<file path="src/rtl/sumador_pkg.sv">
// Shared definitions for the digit-serial adder: FSM state encoding and digit width.
package sumador_pkg;
    localparam int DIGIT_W = 4;

    typedef enum logic [1:0] {
        IDLE = 2'd0,
        SUMA = 2'd1,
        FIN  = 2'd2
    } state_t;
endpackage

</file>
<file path="src/rtl/sumador_nibble.sv">
// Combinational single-digit adder: two 4-bit digits plus carry-in to a 5-bit sum.
module sumador_nibble
    import sumador_pkg::*;
(
    input  logic [DIGIT_W-1:0] i_a,
    input  logic [DIGIT_W-1:0] i_b,
    input  logic               i_ci,
    output logic [DIGIT_W:0]   o_s
);
    assign o_s = {1'b0, i_a} + {1'b0, i_b} + {{DIGIT_W{1'b0}}, i_ci};
endmodule

</file>
<file path="src/rtl/sumador_serie16.sv">
// Digit-serial adder: one 4-bit digit pair per cycle, LSB first, through a single shared
// nibble adder. Fixed latency of NIBBLES+1 cycles from accepted start to the done pulse.
module sumador_serie16
    import sumador_pkg::*;
#(
    parameter int NIBBLES = 4
) (
    input  logic                       clk,
    input  logic                       rst_n,
    input  logic                       start,
    input  logic [DIGIT_W*NIBBLES-1:0] a,
    input  logic [DIGIT_W*NIBBLES-1:0] b,
    input  logic                       Ci,
    output logic                       busy,
    output logic                       done,
    output logic [DIGIT_W*NIBBLES:0]   Y
);
    localparam int W     = DIGIT_W * NIBBLES;
    localparam int IDX_W = (NIBBLES > 1) ? $clog2(NIBBLES) : 1;

    state_t             r_state;
    state_t             w_next;
    logic [W-1:0]       r_a;
    logic [W-1:0]       r_b;
    logic               r_carry;
    logic [IDX_W-1:0]   r_idx;
    logic               r_done;
    logic [W:0]         r_y;
    logic [DIGIT_W-1:0] w_da;
    logic [DIGIT_W-1:0] w_db;
    logic [DIGIT_W:0]   w_sum;
    logic               w_last;

    assign w_last = (r_idx == IDX_W'(NIBBLES - 1));
    assign done   = r_done;
    assign Y      = r_y;

    // Adder operands are selected from the captured registers only, never from the ports.
    always_comb begin
        w_da = '0;
        w_db = '0;
        for (int k = 0; k < NIBBLES; k++) begin
            if (r_idx == IDX_W'(k)) begin
                w_da = r_a[DIGIT_W*k +: DIGIT_W];
                w_db = r_b[DIGIT_W*k +: DIGIT_W];
            end
        end
    end

    sumador_nibble u_nibble (
        .i_a  (w_da),
        .i_b  (w_db),
        .i_ci (r_carry),
        .o_s  (w_sum)
    );

    always_ff @(posedge clk or negedge rst_n) begin
        if (!rst_n) begin
            r_state <= IDLE;
        end else begin
            r_state <= w_next;
        end
    end

    always_comb begin
        w_next = r_state;
        busy   = 1'b0;
        unique case (r_state)
            IDLE: begin
                if (start) w_next = SUMA;
            end
            SUMA: begin
                busy = 1'b1;
                if (w_last) w_next = FIN;
            end
            FIN: begin
                busy   = 1'b1;
                w_next = IDLE;
            end
            default: w_next = IDLE;
        endcase
    end

    // done is registered out of FIN so it lands in the first IDLE cycle, where a new start
    // may already be presented.
    always_ff @(posedge clk or negedge rst_n) begin
        if (!rst_n) begin
            r_a     <= '0;
            r_b     <= '0;
            r_carry <= 1'b0;
            r_idx   <= '0;
            r_done  <= 1'b0;
            r_y     <= '0;
        end else begin
            r_done <= (r_state == FIN);
            case (r_state)
                IDLE: begin
                    if (start) begin
                        r_a     <= a;
                        r_b     <= b;
                        r_carry <= Ci;
                        r_idx   <= '0;
                        r_y     <= '0;
                    end
                end
                SUMA: begin
                    r_carry <= w_sum[DIGIT_W];
                    for (int k = 0; k < NIBBLES; k++) begin
                        if (r_idx == IDX_W'(k)) r_y[DIGIT_W*k +: DIGIT_W] <= w_sum[DIGIT_W-1:0];
                    end
                    if (w_last) begin
                        r_y[W] <= w_sum[DIGIT_W];
                    end else begin
                        r_idx <= r_idx + IDX_W'(1);
                    end
                end
                default: ;
            endcase
        end
    end
endmodule

</file>
<file path="config.mk">
export PLATFORM = sky130hd
export DESIGN_NAME = sumador_serie16
export DESIGN_NICKNAME = d
export VERILOG_FILES = /design/src/rtl/sumador_pkg.sv /design/src/rtl/sumador_nibble.sv /design/src/rtl/sumador_serie16.sv
export SDC_FILE = /design/constraint.sdc
export NUM_CORES = 1
export LEC_CHECK = 0
export ABC_AREA = 0
export CAP_MARGIN = 20
export CORE_MARGIN = 2
export CORE_UTILIZATION = 63
export DETAILED_ROUTE_END_ITERATION = 10
export DONT_BUFFER_PORTS = 1
export GPL_TIMING_DRIVEN = 0
export HOLD_SLACK_MARGIN = 0.1
export PLACE_DENSITY = 0.79
export SYNTH_ARGS = -nofsm -noshare
export SYNTH_HDL_FRONTEND = slang
export SYNTH_SLANG_ARGS = --single-unit
</file>
<file path="constraint.sdc">
create_clock -name clk -period 3.7 [get_ports clk]
set_input_delay 0.37 -clock clk [delete_from_list [all_inputs] [get_ports clk]]
set_output_delay 0.37 -clock clk [all_outputs]
set_load 0.005 [all_outputs]
</file>
* After elaboration in Yosys (flattened, before gate mapping)
Cells that the tools add are included.
Storage, ports and cells: input port bits 36, output and inout bits 19, register bits 55, word-level logic and storage cells 60
Cells by class: reduce and logical (&&, ||, !) cells 12, mux-type cells 24, equality and inequality tests 11, $add $sub $neg 3
Operator list (number):
- $mux 4 | 12
- $pmux 17 s2 | 1
- $mux 17 | 1
- $reduce_and 3->1 | 5
- $ne 2x2->1 const B | 6
- $mux 2 | 4
- $pmux 2 s2 | 2
- $eq 2x2->1 const B | 3
- $reduce_and 2->1 | 3
- $add 4x4->5 | 1
- $add 5x1->5 | 1
- $eq 2x1->1 const B | 2
- $logic_not 2->1 | 2
- $mux 1 | 3
- $add 2x1->2 const B | 1
- $pmux 1 s2 | 1
- $reduce_bool 2->1 | 1
- $reduce_or 2->1 | 1

* Longest topological paths before layout
depth after elaboration 9, gate-level depth with buffers 13

* Modules after synthesis
From an unflattened synthesis, not the netlist that was laid out.
Unflattened totals: cells, all modules 293, area total of the unflattened synthesis 3021.6 µm²
By module, submodules not included:
- sumador_serie16 | instances 1, area an instance 2877.8 µm², seq. area each 1376.3 µm², cells each 277
- sumador_nibble | instances 1, area an instance 143.9 µm², seq. area each 0.0 µm², cells each 16

* Least setup slack after synthesis
No wires, ideal clock.
kind register to register, start register r_idx[0], end register r_y[10] (netlist: Y[10]), stages on the path, launching flop included 14, arrival 2.714 ns, slack 0.904 ns, path buffers 1, period minus slack after synthesis 2.796 ns, setup time 0.083 ns, required time 3.617 ns, path through dfrtp_1 > inv_1 > ha_1 > buf_2 > nor2b_1 > a221oi_1 > nor3_1 > a21oi_1 > fa_1 > fa_1 > xor2_1 > nor2_1 > mux2i_1 > o21ai_0
Between the ends: word-level cells in the longest chain between the ends 9
RTL lines:
- start, declared | line sumador_serie16.sv:26 | logic [IDX_W-1:0] r_idx;
- start signal, assigned | line sumador_serie16.sv:114 | r_idx <= r_idx + IDX_W'(1);
- $logic_not 2->1 | line sumador_serie16.sv:43 | if (r_idx == IDX_W'(k)) begin
- $mux 4 (4 in a row) | line sumador_serie16.sv:43
- $add 4x4->5 | line sumador_nibble.sv:10 | assign o_s = {1'b0, i_a} + {1'b0, i_b} + {{DIGIT_W{1'b0}}, i_ci};
- $add 5x1->5 | line sumador_nibble.sv:10
- $mux 4 | line sumador_serie16.sv:109 | if (r_idx == IDX_W'(k)) r_y[DIGIT_W*k +: DIGIT_W] <= w_sum[DIGIT_W-1:0];
- $pmux 17 s2 | line sumador_serie16.sv:96 | case (r_state)
- end signal, assigned by index | line sumador_serie16.sv:109
- end signal, assigned by index | line sumador_serie16.sv:112 | r_y[W] <= w_sum[DIGIT_W];
- end, declared | line sumador_serie16.sv:28 | logic [W:0] r_y;
Several ways; a longest one is shown, not always the timed one. The select of a mux whose other input is x is not followed. A chain may end at the register's enable or synchronous reset.

* Worst setup path in the final report
Same ends and word-level chain as after synthesis.

==> results.cfg <==
[status]
status = finished clean

[synth]
syn-cell-area_um2 = 2730
yosys_warnings = 0
synth_top_flop_cell = dfrtp_1
yosys-top-cells-area = dfrtp_1 50%, mux2_2 14%, ha_1 5.0%
yosysMostFrequentCell = dfrtp_1
synth_common_cells = 55 x dfrtp_1, 33 x mux2_2, 23 x nand2_1
yosys.area.top_type_share_pct = 50.4
syn_nets = 291
synth-edff-count = 0
yosysUniqueCellTypes = 31
synthCells = 242
ys_seq_area_share_pct = 50.4
synth_area_leader_cell = dfrtp_1
async_flop_share_pct = 100
syn_area_per_cell_um2 = 11.3
synth_seq_cells = 55

[sta]
worst_pin_slew_ns = 0.632
rsz0062_at_grt = false
hold_viol_final = 0
fmax_ghz = 0.292
slew_violations = 0
skew_ns = 0.0143
finalCritPeriodShare_pct = 92.5
setup_viol = 0
holdWs_ns = 0.197
timing.slew.headroom_pct = 56.7
period_needed_ns = 3.42
fin_tns_setup_ns = 0
fin_ws_ns = 0.277

[global_routing]
antenna_found_initial = 0
grt.total_usage_pct = 25.1
grt_pass1_wl_um = 9500
grt_max_degree = 56
grt_overflow = 0
grt_pass1_vias = 1873

[power_and_ir_drop]
finalPower_mw = 3.10
power.density_nw_per_um2 = 1060
peakVddDrop_v = 0.000482
leakage_nw = 1.29

[cts]
clk_latency_ns = 0.31
htreeDepth = 2
path_clk_slew_ns = 0.10
root_buffer = clkbuf_8
post_cts_buffers = 0
clk_path_buf_depth = 2
cts_tree = built
numClockSinks = 55
cts_buffers = 5

[cells_and_area]
regArea_um2 = 1380
multi_input_area_um2 = 1270
area_growth_pct = 7.28
num-fill-cells = 311
drive_above_1_share_pct = 21.0
finalInstanceArea_um2 = 2930
layout.cells.non_filler = 302
n_antenna_cell = 0
fin_util_pct = 71.7
layout.nets = 300

[critical_path]
cp_max_fo = 10
crit_chain = inv_1 > ha_1 > buf_2 > nor2b_2 > a221oi_1 > nor3_1 > a21oi_1 > fa_1 > fa_1 > xor2_1 > nor2_1 > mux2i_1 > o21ai_0
cp-end-kind = flip-flop
cp_data_required_time_ns = 3.93
start_kind = flip-flop
worst-setup-path-type = flip-flop to flip-flop
crit_top_cell = fa_1
cpMaxStageDelayCell = dfrtp_1
slowest_delay_ns = 0.46
worstPathArrival_ns = 3.66
r2r_slack_ns = 0.28

[floorplanning]
core_area_um2 = 4090
boundaryPins = 55
chipHeight_um = 69.9
floorplan.rows = 23
start_util_pct = 66.9
die-area_um2 = 4880
dieWidth_um = 69.9

[detailed_routing]
drtIter0Drc = 127
drt-vias-per-instance = 6.09
drt-total-wl_um = 5680
dr.pass1.iters = 5
ant_nets = 0
vias = 1838
avgRoutedWirePerCell_um = 18.8
drc = 0

[placement]
io_buffers = 0
place_area_um2 = 2800
dp_hpwl_um = 4110
dp.cells = 292
dp_slack_ns = 0.377
gp_congestion = 0.836

[job]
cap_violations = 0

[min_path]
hold_path.class = input pin to flip-flop
-- worst max-delay path: cells and delay by family, from the launching register on --
family,cells,cell delay [ns]
adders and majority gates,3,1.03
and+or+nand+nor,3,0.73
xor gates and xnor gates,1,0.20
muxes,1,0.14
DFF,1,0.46
buffers and inverters,2,0.39
AOI/OAI and AO/OA,3,0.40
-- report_power, final --
group / internal (mW) / switching (mW)
Combinational: 0.738 / 0.973
Sequential: 0.869 / 0.167
Clock: 0.153 / 0.195
-- final cells by class --
type                            count  share of cell area, %
Sequential cell                    55                   46.9
Clock buffer                        6                   2.82
Tap cell                           50                   2.13
Multi-Input combinational cell    166                   43.2
Timing Repair Buffer                2                   1.28
Inverter                            7                  0.896
Buffer                             14                   2.26
Clock inverter                      2                  0.469
-- final timing paths --
path,start,to,cells past startpoint
hold / removal,a[15],r_a[15],1
setup / recovery,r_idx[0],Y[10],13
max in group asynchronous,rst_n,Y[11],2
min in group asynchronous,rst_n,r_b[15],2
hold reg to reg,r_a[2],r_a[2],1
setup reg to reg,r_idx[0],Y[10],13
-- state kept, by name (all words and copies together), names as in the netlist --
signal and flops:
Y 17, done 1, r_a 16, r_b 16, r_carry 1, r_idx 2
r_state 2
-- logic make-up (layout without fill, tap and decap cells) --
kind of cell	Yosys count	in the layout	share of synthesized area, %
AO/OA/AOI/OAI	55	55	12.3
flip-flops	55	55	50.4
AND/OR/NAND/NOR	51	51	8.79
multiplexers	45	45	18.0
buffers and inverters	21	31	3.39
adder cells (fa/ha/maj)	13	13	6.50
XOR/XNOR	2	2	0.641
-- routing by layer --
layer | share of wire (%) | global-route usage [%] | wire, um
met3 | 6.3 | 7.22 | 359
met2 | 48 | 40.5 | 2730
met1 | 44 | 33.3 | 2490
met4 | 1.8 | 7.26 | 103
met5 | 0 | 0 | 0
-- timing repair --
item,CTS,global route
gates resized for setup,0,1
hold buffers,2,0
hold endpoints to repair,55,0
setup endpoints to repair,0,3
-- cell usage in the layout (no fill, tap or decap), drive strengths merged, types with 5 or more instances in the layout --
cell | synthesis | final
nand2 | 23 | 23
nor3 | 5 | 5
nand3b | 5 | 5
mux2 | 33 | 33
o21ai | 20 | 20
inv | 7 | 8
clkbuf | 6 | 12
a21oi | 16 | 16
dfrtp | 55 | 55
buf | 8 | 9
nor2b | 7 | 7
ha | 11 | 11
nor2 | 9 | 9
mux2i | 12 | 12
Note: power is estimated with default switching activity, not from simulation.
